**src/rtl/band_run_encoder.sv**
```systemverilog
// Run-length encoder for the 4-bit band code stream: one {band, length} token per run,
// buffered in a show-ahead FIFO. Define BAND_RLE_SPLIT_EN to split over-long runs.
module band_run_encoder #(
   parameter int LEN_W = 8,
   parameter int DEPTH = 4
) (
   input  logic             clk_i,
   input  logic             rst_ni,
   input  logic [3:0]       band_i,
   input  logic             band_valid_i,
   output logic             band_ready_o,
   input  logic             flush_i,
   output logic [3:0]       tok_band_o,
   output logic [LEN_W-1:0] tok_len_o,
   output logic             tok_valid_o,
   input  logic             tok_ready_i,
   output logic             run_open_o,
   output logic             busy_o
);

   // state  | meaning
   // IDLE   | no run open, cur_band/cur_len cleared
   // RUN    | accumulating cur_band for cur_len samples
   typedef enum logic {S_IDLE, S_RUN} state_t;

   localparam int PW = $clog2(DEPTH);
   localparam int CW = $clog2(DEPTH + 1);
   localparam int TW = 4 + LEN_W;
   localparam logic [CW-1:0]    FULL_CNT = CW'(DEPTH);
   localparam logic [LEN_W-1:0] MAX_LEN  = {LEN_W{1'b1}};
   localparam logic [LEN_W-1:0] ONE_LEN  = LEN_W'(1);

   state_t           state_q, state_d;
   logic [3:0]       cur_band_q, cur_band_d;
   logic [LEN_W-1:0] cur_len_q, cur_len_d;

   logic [TW-1:0]    mem_q [DEPTH];
   logic [PW-1:0]    wr_ptr_q, wr_ptr_d, rd_ptr_q, rd_ptr_d;
   logic [CW-1:0]    count_q, count_d;
   logic [3:0]       tok_band_q, tok_band_d;
   logic [LEN_W-1:0] tok_len_q, tok_len_d;
   logic             tok_valid_q, tok_valid_d;

   logic             fifo_full, accept, push, pop;
   logic [TW-1:0]    push_word, head_word;

   always_ff @(posedge clk_i or negedge rst_ni) begin
      if (!rst_ni) begin
         state_q     <= S_IDLE;
         cur_band_q  <= '0;
         cur_len_q   <= '0;
         wr_ptr_q    <= '0;
         rd_ptr_q    <= '0;
         count_q     <= '0;
         tok_band_q  <= '0;
         tok_len_q   <= '0;
         tok_valid_q <= 1'b0;
         for (int i = 0; i < DEPTH; i++) mem_q[i] <= '0;
      end else begin
         state_q     <= state_d;
         cur_band_q  <= cur_band_d;
         cur_len_q   <= cur_len_d;
         wr_ptr_q    <= wr_ptr_d;
         rd_ptr_q    <= rd_ptr_d;
         count_q     <= count_d;
         tok_band_q  <= tok_band_d;
         tok_len_q   <= tok_len_d;
         tok_valid_q <= tok_valid_d;
         if (push) mem_q[wr_ptr_q] <= push_word;
      end
   end

   always_comb begin
      state_d    = state_q;
      cur_band_d = cur_band_q;
      cur_len_d  = cur_len_q;
      push       = 1'b0;
      accept     = band_valid_i && band_ready_o;
      if (flush_i && !fifo_full) begin
         push       = (state_q == S_RUN);
         state_d    = S_IDLE;
         cur_band_d = '0;
         cur_len_d  = '0;
      end else if (accept) begin
         case (state_q)
            S_IDLE: begin
               state_d    = S_RUN;
               cur_band_d = band_i;
               cur_len_d  = ONE_LEN;
            end
            S_RUN: begin
               if (band_i != cur_band_q) begin
                  push       = 1'b1;
                  cur_band_d = band_i;
                  cur_len_d  = ONE_LEN;
               end else if (cur_len_q == MAX_LEN) begin
`ifdef BAND_RLE_SPLIT_EN
                  push      = 1'b1;
                  cur_len_d = ONE_LEN;
`else
                  cur_len_d = cur_len_q;
`endif
               end else begin
                  cur_len_d = cur_len_q + 1'b1;
               end
            end
            default: state_d = S_IDLE;
         endcase
      end
   end

   // FIFO bookkeeping; the head register is loaded with what will be at rd_ptr after this edge
   always_comb begin
      push_word = {cur_band_q, cur_len_q};
      pop       = tok_valid_q && tok_ready_i;
      wr_ptr_d  = push ? wr_ptr_q + 1'b1 : wr_ptr_q;
      rd_ptr_d  = pop  ? rd_ptr_q + 1'b1 : rd_ptr_q;
      count_d   = count_q;
      if (push && !pop)      count_d = count_q + 1'b1;
      else if (pop && !push) count_d = count_q - 1'b1;
      head_word = (push && (wr_ptr_q == rd_ptr_d)) ? push_word : mem_q[rd_ptr_d];
      tok_band_d  = head_word[TW-1 -: 4];
      tok_len_d   = head_word[LEN_W-1:0];
      tok_valid_d = (count_d != '0);
   end

   always_comb begin
      fifo_full    = (count_q == FULL_CNT);
      band_ready_o = !fifo_full && !flush_i;
      busy_o       = flush_i && fifo_full && (state_q == S_RUN);
      run_open_o   = (state_q == S_RUN);
      tok_band_o   = tok_band_q;
      tok_len_o    = tok_len_q;
      tok_valid_o  = tok_valid_q;
   end

endmodule

```
**config.mk**
```make
export PLATFORM = sky130hd
export DESIGN_NAME = band_run_encoder
export DESIGN_NICKNAME = d
export VERILOG_FILES = /design/src/rtl/band_run_encoder.sv
export SDC_FILE = /design/constraint.sdc
export NUM_CORES = 1
export LEC_CHECK = 0
export CAP_MARGIN = 20
export CELL_PAD_IN_SITES_DETAIL_PLACEMENT = 0
export CELL_PAD_IN_SITES_GLOBAL_PLACEMENT = 2
export CORE_UTILIZATION = 41
export CTS_CLUSTER_DIAMETER = 200
export CTS_CLUSTER_SIZE = 16
export DETAILED_ROUTE_END_ITERATION = 8
export HOLD_SLACK_MARGIN = 0.06
export PLACE_DENSITY = 0.78
export SYNTH_ARGS = -nofsm -noshare
export SYNTH_HDL_FRONTEND = slang
export SYNTH_SLANG_ARGS = --single-unit
export TNS_END_PERCENT = 5
```
**constraint.sdc**
```tcl
create_clock -name clk_i -period 2.88 [get_ports clk_i]
set_clock_uncertainty 0.05 [all_clocks]
set_input_delay 0.432 -clock clk_i [delete_from_list [all_inputs] [get_ports clk_i]]
set_output_delay 0.432 -clock clk_i [all_outputs]
set_load 0.02 [all_outputs]
```
==> metrics.csv, run 1 <==
stage,metric,value,unit
cells_and_area,fill_cells,950,
power,power_leakage,0.00234,uW
drt,firstDrtPassIters,4,
timing,tightest_slew,0.631,ns
synth,yosys-top-cells-area,"dfrtp_1, mux2_4, mux2_2, mux2i_1, a211o_1",
place,gp_congestion,0.752,
synth,syn_nets,391,
clock_tree,hold_buffers,0,
critical_path,critPathLaunchType,flip-flop,
global_routing,antenna_found_initial,0,
clock_tree,cts_made_buffers,9,
synth,synth.yosys.seq_area_share,45.9,%
clock_tree,cts.sinks,81,
clock_tree,insertion_delay,0.36,ns
power,powerDensity,988,nW/um^2
cells_and_area,area_growth,14.4,%
power,netSwitchingFraction,37.2,%
synth,ys_ff_latch,81,
synth,ys_types,45,
drt,drc,0,
drt,vias,2947,
drt,drt_iter0_markers,166,
critical_path,critical_path_class,flip-flop to output port,
clock_tree,htreeDepth,3,
timing,fin_crit_sh,88.6,%
power,ir_worst_vdd,0.366,mV
timing,tns,0,ns
floorplan,num_rows,37,
global_routing,track_usage,19.4,%
floorplan,io_pins,25,
floorplan,die_w,106,um
power,power_frac_clock,20.8,%
critical_path,ff2ff_path_depth,8,
clock_tree,cts.clk_slew.worst_paths,0.09,ns
drt,routed_wl,9830,um
cells_and_area,layout-drive-gt1-share,24.9,%
critical_path,reg2reg_slack,0.44,ns
critical_path,reg2reg_to,mem_q[28]$_DFFE_PN0P_,
place,dpl.hpwl,6350,um
clock_tree,clockRootBuffer,clkbuf_8,
floorplan,dieArea,11200,sq um
drt,vias_per_cell,5.49,
synth,synthFlopType,dfrtp_1,
outcome,status,completed,
critical_path,cp_max_fo,7,
synth,avgSynthCellArea,11.8,sq um
cells_and_area,finalInstanceArea,5050,sq um
global_routing,grt_max_degree,82,
cells_and_area,antenna_cells,0,
floorplan,core,10400,sq um
synth,synth_area,4420,sq um
timing,rsz0062_at_grt,false,
clock_tree,cts.path.max_buffers,2,
timing,maxSlewHeadroom,57.6,%
cells_and_area,fin_nets,413,
place,place_area,4800,sq um
floorplan,floorplan.initialDensity,42.6,%
worst_hold_path,hp-class,input port to async pin,
critical_path,r2r_start,count_q[0]$_DFF_PN0_,
clock_tree,postCtsSetupRepairBufs,0,
cells_and_area,mostFrequentLayoutCell,dfrtp_1,
cells_and_area,layout_common_cells,"dfrtp_1, mux2_2, mux2_4, nand2_1, clkdlybuf4s50_1",
critical_path,crit_required,2.40,ns
power,intPower,3130,uW
power,power.share.sequential,34.8,%
place,io_buffers,24,
timing,setup_viol,0,
run,cap_violations,0,
timing,min_period,2.55,ns
drt,wl_per_cell,18.3,um
global_routing,grt-ovfl-total,0,
synth,synth_largest_area_cell,dfrtp_1,
global_routing,grt_pass1_vias,3098,
floorplan,die_h,106,um
global_routing,grt_pass1_wl,16700,um
synth,yosysTopAreaCellShare,45.9,%
power,switching_power,1860,uW
timing,max_freq,0.392,GHz
clock_tree,post_cts_resized,0,
synth,synth_edf_count,0,
synth,ys.warnings.count,0,
timing,slew_viol_final,0,
critical_path,cp.arrival,2.07,ns
power,p_comb_share,44.4,%
clock_tree,cts_tree,yes,
drt,ant_nets,0,
timing,hold_viol_final,0,
critical_path,critPathCaptureType,output port,
synth,async_flop_share,100,%
synth,synthCells,374,
## layer usage
metal / global-route usage, % / routed length (um)
met5: 0 / 0
met4: 5.06 / 92
met3: 5.01 / 330
met2: 29.6 / 4470
met1: 27.5 / 4930
## metrics by stage
| stage | power (uW) | instances | util, % | hold slack (ns) | worst slack, ns |
|---|---|---|---|---|---|
| finish | 4990 | 537 | 48.7 | 0.0467 | 0.329 |
| global route | 5340 | 537 | 48.7 | 0.0683 | 0.188 |
| CTS | 5030 | 537 | 48.7 | 0.0647 | 0.301 |
| detailed placement | 3960 | 521 | 46.3 | 0.444 | 0.276 |
| global placement | 3920 | 521 | 46.3 | 0.437 | 0.334 |
| floorplan | 3360 | 374 | - | 0.0864 | 0.735 |
## area by class of cell
cell class / count / area [sq um] / area share [%]
clock buffers: 10 / 138 / 2.73
clock inverters: 6 / 115 / 2.28
inverters: 7 / 26.3 / 0.520
multi-input cells: 258 / 2210 / 43.8
flip-flops and latches: 81 / 2030 / 40.1
well taps: 136 / 170 / 3.37
repair buffers: 39 / 363 / 7.19
## cell usage after synthesis (2+ instances only)
master / n
a211o_1: 14
a21oi_1: 6
a22oi_1: 12
a31oi_1: 2
and2_1: 2
buf_2: 7
buf_4: 2
buf_6: 4
clkbuf_1: 15
dfrtp_1: 81
ha_1: 8
inv_1: 7
mux2_2: 30
mux2_4: 30
mux2i_1: 15
nand2_1: 23
nand2_4: 3
nand3b_1: 12
nand4_1: 5
nor2_1: 15
nor2b_1: 3
nor3_1: 15
o211ai_1: 2
o21ai_0: 12
o21ai_1: 2
o311ai_0: 12
o31ai_1: 2
or3_1: 3
xnor2_1: 12
xor2_1: 3
## power groups by stage
stage / combinational (uW) / clock, uW / sequential (uW)
global route: 2440 / 1110 / 1780
finish: 2210 / 1040 / 1740
global placement: 2170 / 0 / 1750
CTS: 2230 / 1070 / 1740
detailed placement: 2210 / 0 / 1750
floorplan: 1630 / 0 / 1730
## state kept, by name (all words and copies together) (netlist names)
register     cells
mem_q           48
count_q          3
cur_band_q       4
cur_len_q        8
wr_ptr_q         2
tok_band_o       4
tok_valid_o      1
tok_len_o        8
run_open_o       1
rd_ptr_q         2
## worst max-delay path, cell delays in order (launching register included)
cell	delay, ns
dfrtp_1	0.47
inv_1	0.11
ha_1	0.27
nand2_1	0.12
nor2b_1	0.13
clkdlybuf4s50_1	0.61
## worst max-delay path by stage
stage                                    start               endpoint  slack, ns  cells after the start
final                     count_q[0]$_DFF_PN0_                 busy_o       0.33                      5
after global routing      count_q[0]$_DFF_PN0_           band_ready_o       0.19                      4
after CTS                 count_q[0]$_DFF_PN0_                 busy_o       0.30                      5
after detailed placement               flush_i  mem_q[28]$_DFFE_PN0P_       0.28                      7
after global placement                 flush_i  mem_q[30]$_DFFE_PN0P_       0.33                      7
after floorplan           count_q[0]$_DFF_PN0_  tok_valid_o$_DFF_PN0_       0.73                      7
## logic make-up (layout without fill, tap and decap cells)
group | Yosys count | after routing | synth area share [%]
flip-flops | 81 | 81 | 45.9
buffers and inverters | 35 | 62 | 4.02
XOR/XNOR | 15 | 15 | 2.98
adder cells (fa/ha/maj) | 9 | 9 | 2.49
AND/OR/NAND/NOR | 89 | 89 | 11.2
AO/OA/AOI/OAI | 70 | 70 | 12.2
multiplexers | 75 | 75 | 21.3
No activity file was read; power rests on OpenSTA's default activity.
==> run 2, diff against run 1 <==
CORE_MARGIN = 2   (was not set)
CORE_UTILIZATION = 44   (was 41)
PLACE_DENSITY = 0.82   (was 0.78)
clock period = 3.15 ns   (was 2.88 ns; I/O delays follow)
==> metrics.csv, run 2 (same netlist as run 1, synthesis figures left out) <==
stage,metric,value,unit
timing,hold_viol_final,0,
global_routing,grt_max_degree,82,
critical_path,path_buf_inv,2,
global_routing,grt_pass1_wl,15800,um
global_routing,grt_pass1_vias,2984,
critical_path,crit_family,buffers and inverters,
worst_hold_path,holdPathEnd,mem_q[11]$_DFFE_PN0P_,
clock_tree,clockRootBuffer,clkbuf_8,
critical_path,cp.arrival,2.10,ns
floorplan,io_pins,25,
critical_path,critPathLaunchType,flip-flop,
critical_path,critPathCaptureType,output port,
global_routing,grt-ovfl-total,0,
outcome,status,completed,
floorplan,floorplan.initialDensity,45.2,%
critical_path,reg2reg_slack,0.68,ns
critical_path,slowest_stage,clkdlybuf4s50_1,
drt,drt_iter0_markers,147,
power,switching_power,1680,uW
clock_tree,cts_tree,yes,
cells_and_area,largest_reg_flops,48,
place,gp_congestion,0.799,
clock_tree,insertion_delay,0.37,ns
global_routing,antenna_found_initial,0,
drt,routed_wl,9510,um
timing,tightest_slew,0.549,ns
floorplan,die_w,104,um
clock_tree,cts.path.max_buffers,2,
timing,slew_viol_final,0,
timing,setup_viol,0,
place,place_area,4720,sq um
power,netSwitchingFraction,38.1,%
floorplan,num_rows,36,
floorplan,dieArea,10900,sq um
clock_tree,htreeDepth,3,
drt,vias,2977,
drt,wl_per_cell,18.0,um
critical_path,reg2reg_to,mem_q[5]$_DFFE_PN0P_,
critical_path,slowest_delay,0.61,ns
place,io_buffers,24,
clock_tree,cts_made_buffers,9,
drt,ant_nets,0,
power,power_frac_clock,18.9,%
worst_hold_path,hp-class,flip-flop to flip-flop,
cells_and_area,area_growth,12.5,%
timing,rsz0062_at_grt,false,
timing,max_freq,0.382,GHz
floorplan,die_h,104,um
power,ir_worst_vdd,0.459,mV
timing,fin_crit_sh,83.1,%
power,p_comb_share,45.5,%
power,power_leakage,0.00230,uW
cells_and_area,finalInstanceArea,4970,sq um
timing,tns,0,ns
place,dpl.hpwl,6010,um
drt,vias_per_cell,5.64,
critical_path,crit_required,2.63,ns
power,power.share.sequential,35.6,%
critical_path,path_cells,inv_1 -> ha_1 -> nand2_1 -> nor2b_1 -> clkdlybuf4s50_1,
cells_and_area,top_register,mem_q,
timing,maxSlewHeadroom,63.3,%
drt,firstDrtPassIters,4,
clock_tree,cts.clk_slew.worst_paths,0.09,ns
critical_path,r2r_start,count_q[0]$_DFF_PN0_,
worst_hold_path,hold_start,mem_q[11]$_DFFE_PN0P_,
floorplan,core,9770,sq um
global_routing,track_usage,18.7,%
worst_hold_path,hold_depth,1,
clock_tree,cts.sinks,81,
critical_path,critical_path_class,flip-flop to output port,
critical_path,ff2ff_path_depth,7,
clock_tree,post_cts_resized,0,
cells_and_area,fill_cells,881,
cells_and_area,mostFrequentLayoutCell,dfrtp_1,
cells_and_area,layout-drive-gt1-share,23.3,%
cells_and_area,antenna_cells,0,
drt,drc,0,
cells_and_area,fin_nets,407,
run,cap_violations,0,
power,intPower,2730,uW
timing,min_period,2.62,ns
power,powerDensity,886,nW/um^2
critical_path,cp_max_fo,7,
cells_and_area,layout_common_cells,"dfrtp_1, mux2_2, mux2_4, nand2_1, clkdlybuf4s50_1",
## run 2: what timing repair did
item | CTS | global route
setup buffers | 0 | 0
hold endpoints to repair | 0 | 34
hold buffers | 0 | 1
setup endpoints to repair | 0 | 0
## run 2: worst reg2reg max path, cell delays in order (launching register included)
cell	delay (ns)
dfrtp_1	0.48
inv_1	0.10
ha_1	0.29
a2bb2oi_4	0.27
nand2_1	0.15
a21oi_4	0.23
nand2_1	0.38
mux2_2	0.40
## run 2: power groups by stage
stage | registers (uW) | logic, uW | clock network (uW)
finish | 1570 | 2010 | 832
global route | 1610 | 2200 | 899
CTS | 1570 | 2020 | 857
detailed placement | 1580 | 2000 | 0
global placement | 1580 | 1990 | 0
floorplan | 1580 | 1490 | 0
## run 2: routing by layer
| layer | vias up | part of all wire, % | global-route usage, % | wire (um) |
|---|---|---|---|---|
| met4 | 0 | 1.4 | 6.37 | 133 |
| met2 | 76 | 44 | 27.4 | 4220 |
| met1 | 1478 | 50 | 26.7 | 4740 |
| met5 | - | 0 | 0 | 0 |
| met3 | 17 | 4.3 | 5.14 | 407 |
| li1 | 1406 | - | - | - |
## run 2: per-stage QoR
stage,setup WS (ns),power [uW],instances,hold slack [ns],utilization (%)
after floorplan,1.00,3070,374,0.127,-
after global placement,0.548,3560,510,0.437,48.3
after detailed placement,0.490,3590,510,0.447,48.3
after CTS,0.514,4440,526,0.274,50.4
after global routing,0.360,4710,528,0.489,50.8
final,0.531,4400,528,0.465,50.8
## run 2: layout make-up
| cell class | count | area, sq um | share of cell area [%] |
|---|---|---|---|
| Sequential cell | 81 | 2030 | 40.8 |
| Clock buffer | 10 | 128 | 2.57 |
| Inverter | 7 | 26.3 | 0.529 |
| Timing Repair Buffer | 33 | 328 | 6.60 |
| Clock inverter | 6 | 82.6 | 1.66 |
| Multi-Input combinational cell | 258 | 2210 | 44.5 |
| Tap cell | 133 | 166 | 3.35 |
## run 2: how the worst max path moves through the flow
| stage | startpoint | endpoint | slack (ns) | cells after the start |
|---|---|---|---|---|
| after CTS | count_q[0]$_DFF_PN0_ | busy_o | 0.51 | 5 |
| after detailed placement | flush_i | mem_q[11]$_DFFE_PN0P_ | 0.49 | 6 |
| after floorplan | count_q[0]$_DFF_PN0_ | tok_valid_o$_DFF_PN0_ | 1.00 | 7 |
| after global placement | tok_ready_i | tok_band_o[0]$_DFF_PN0_ | 0.55 | 7 |
| final | count_q[0]$_DFF_PN0_ | busy_o | 0.53 | 5 |
| after global routing | count_q[0]$_DFF_PN0_ | band_ready_o | 0.36 | 4 |
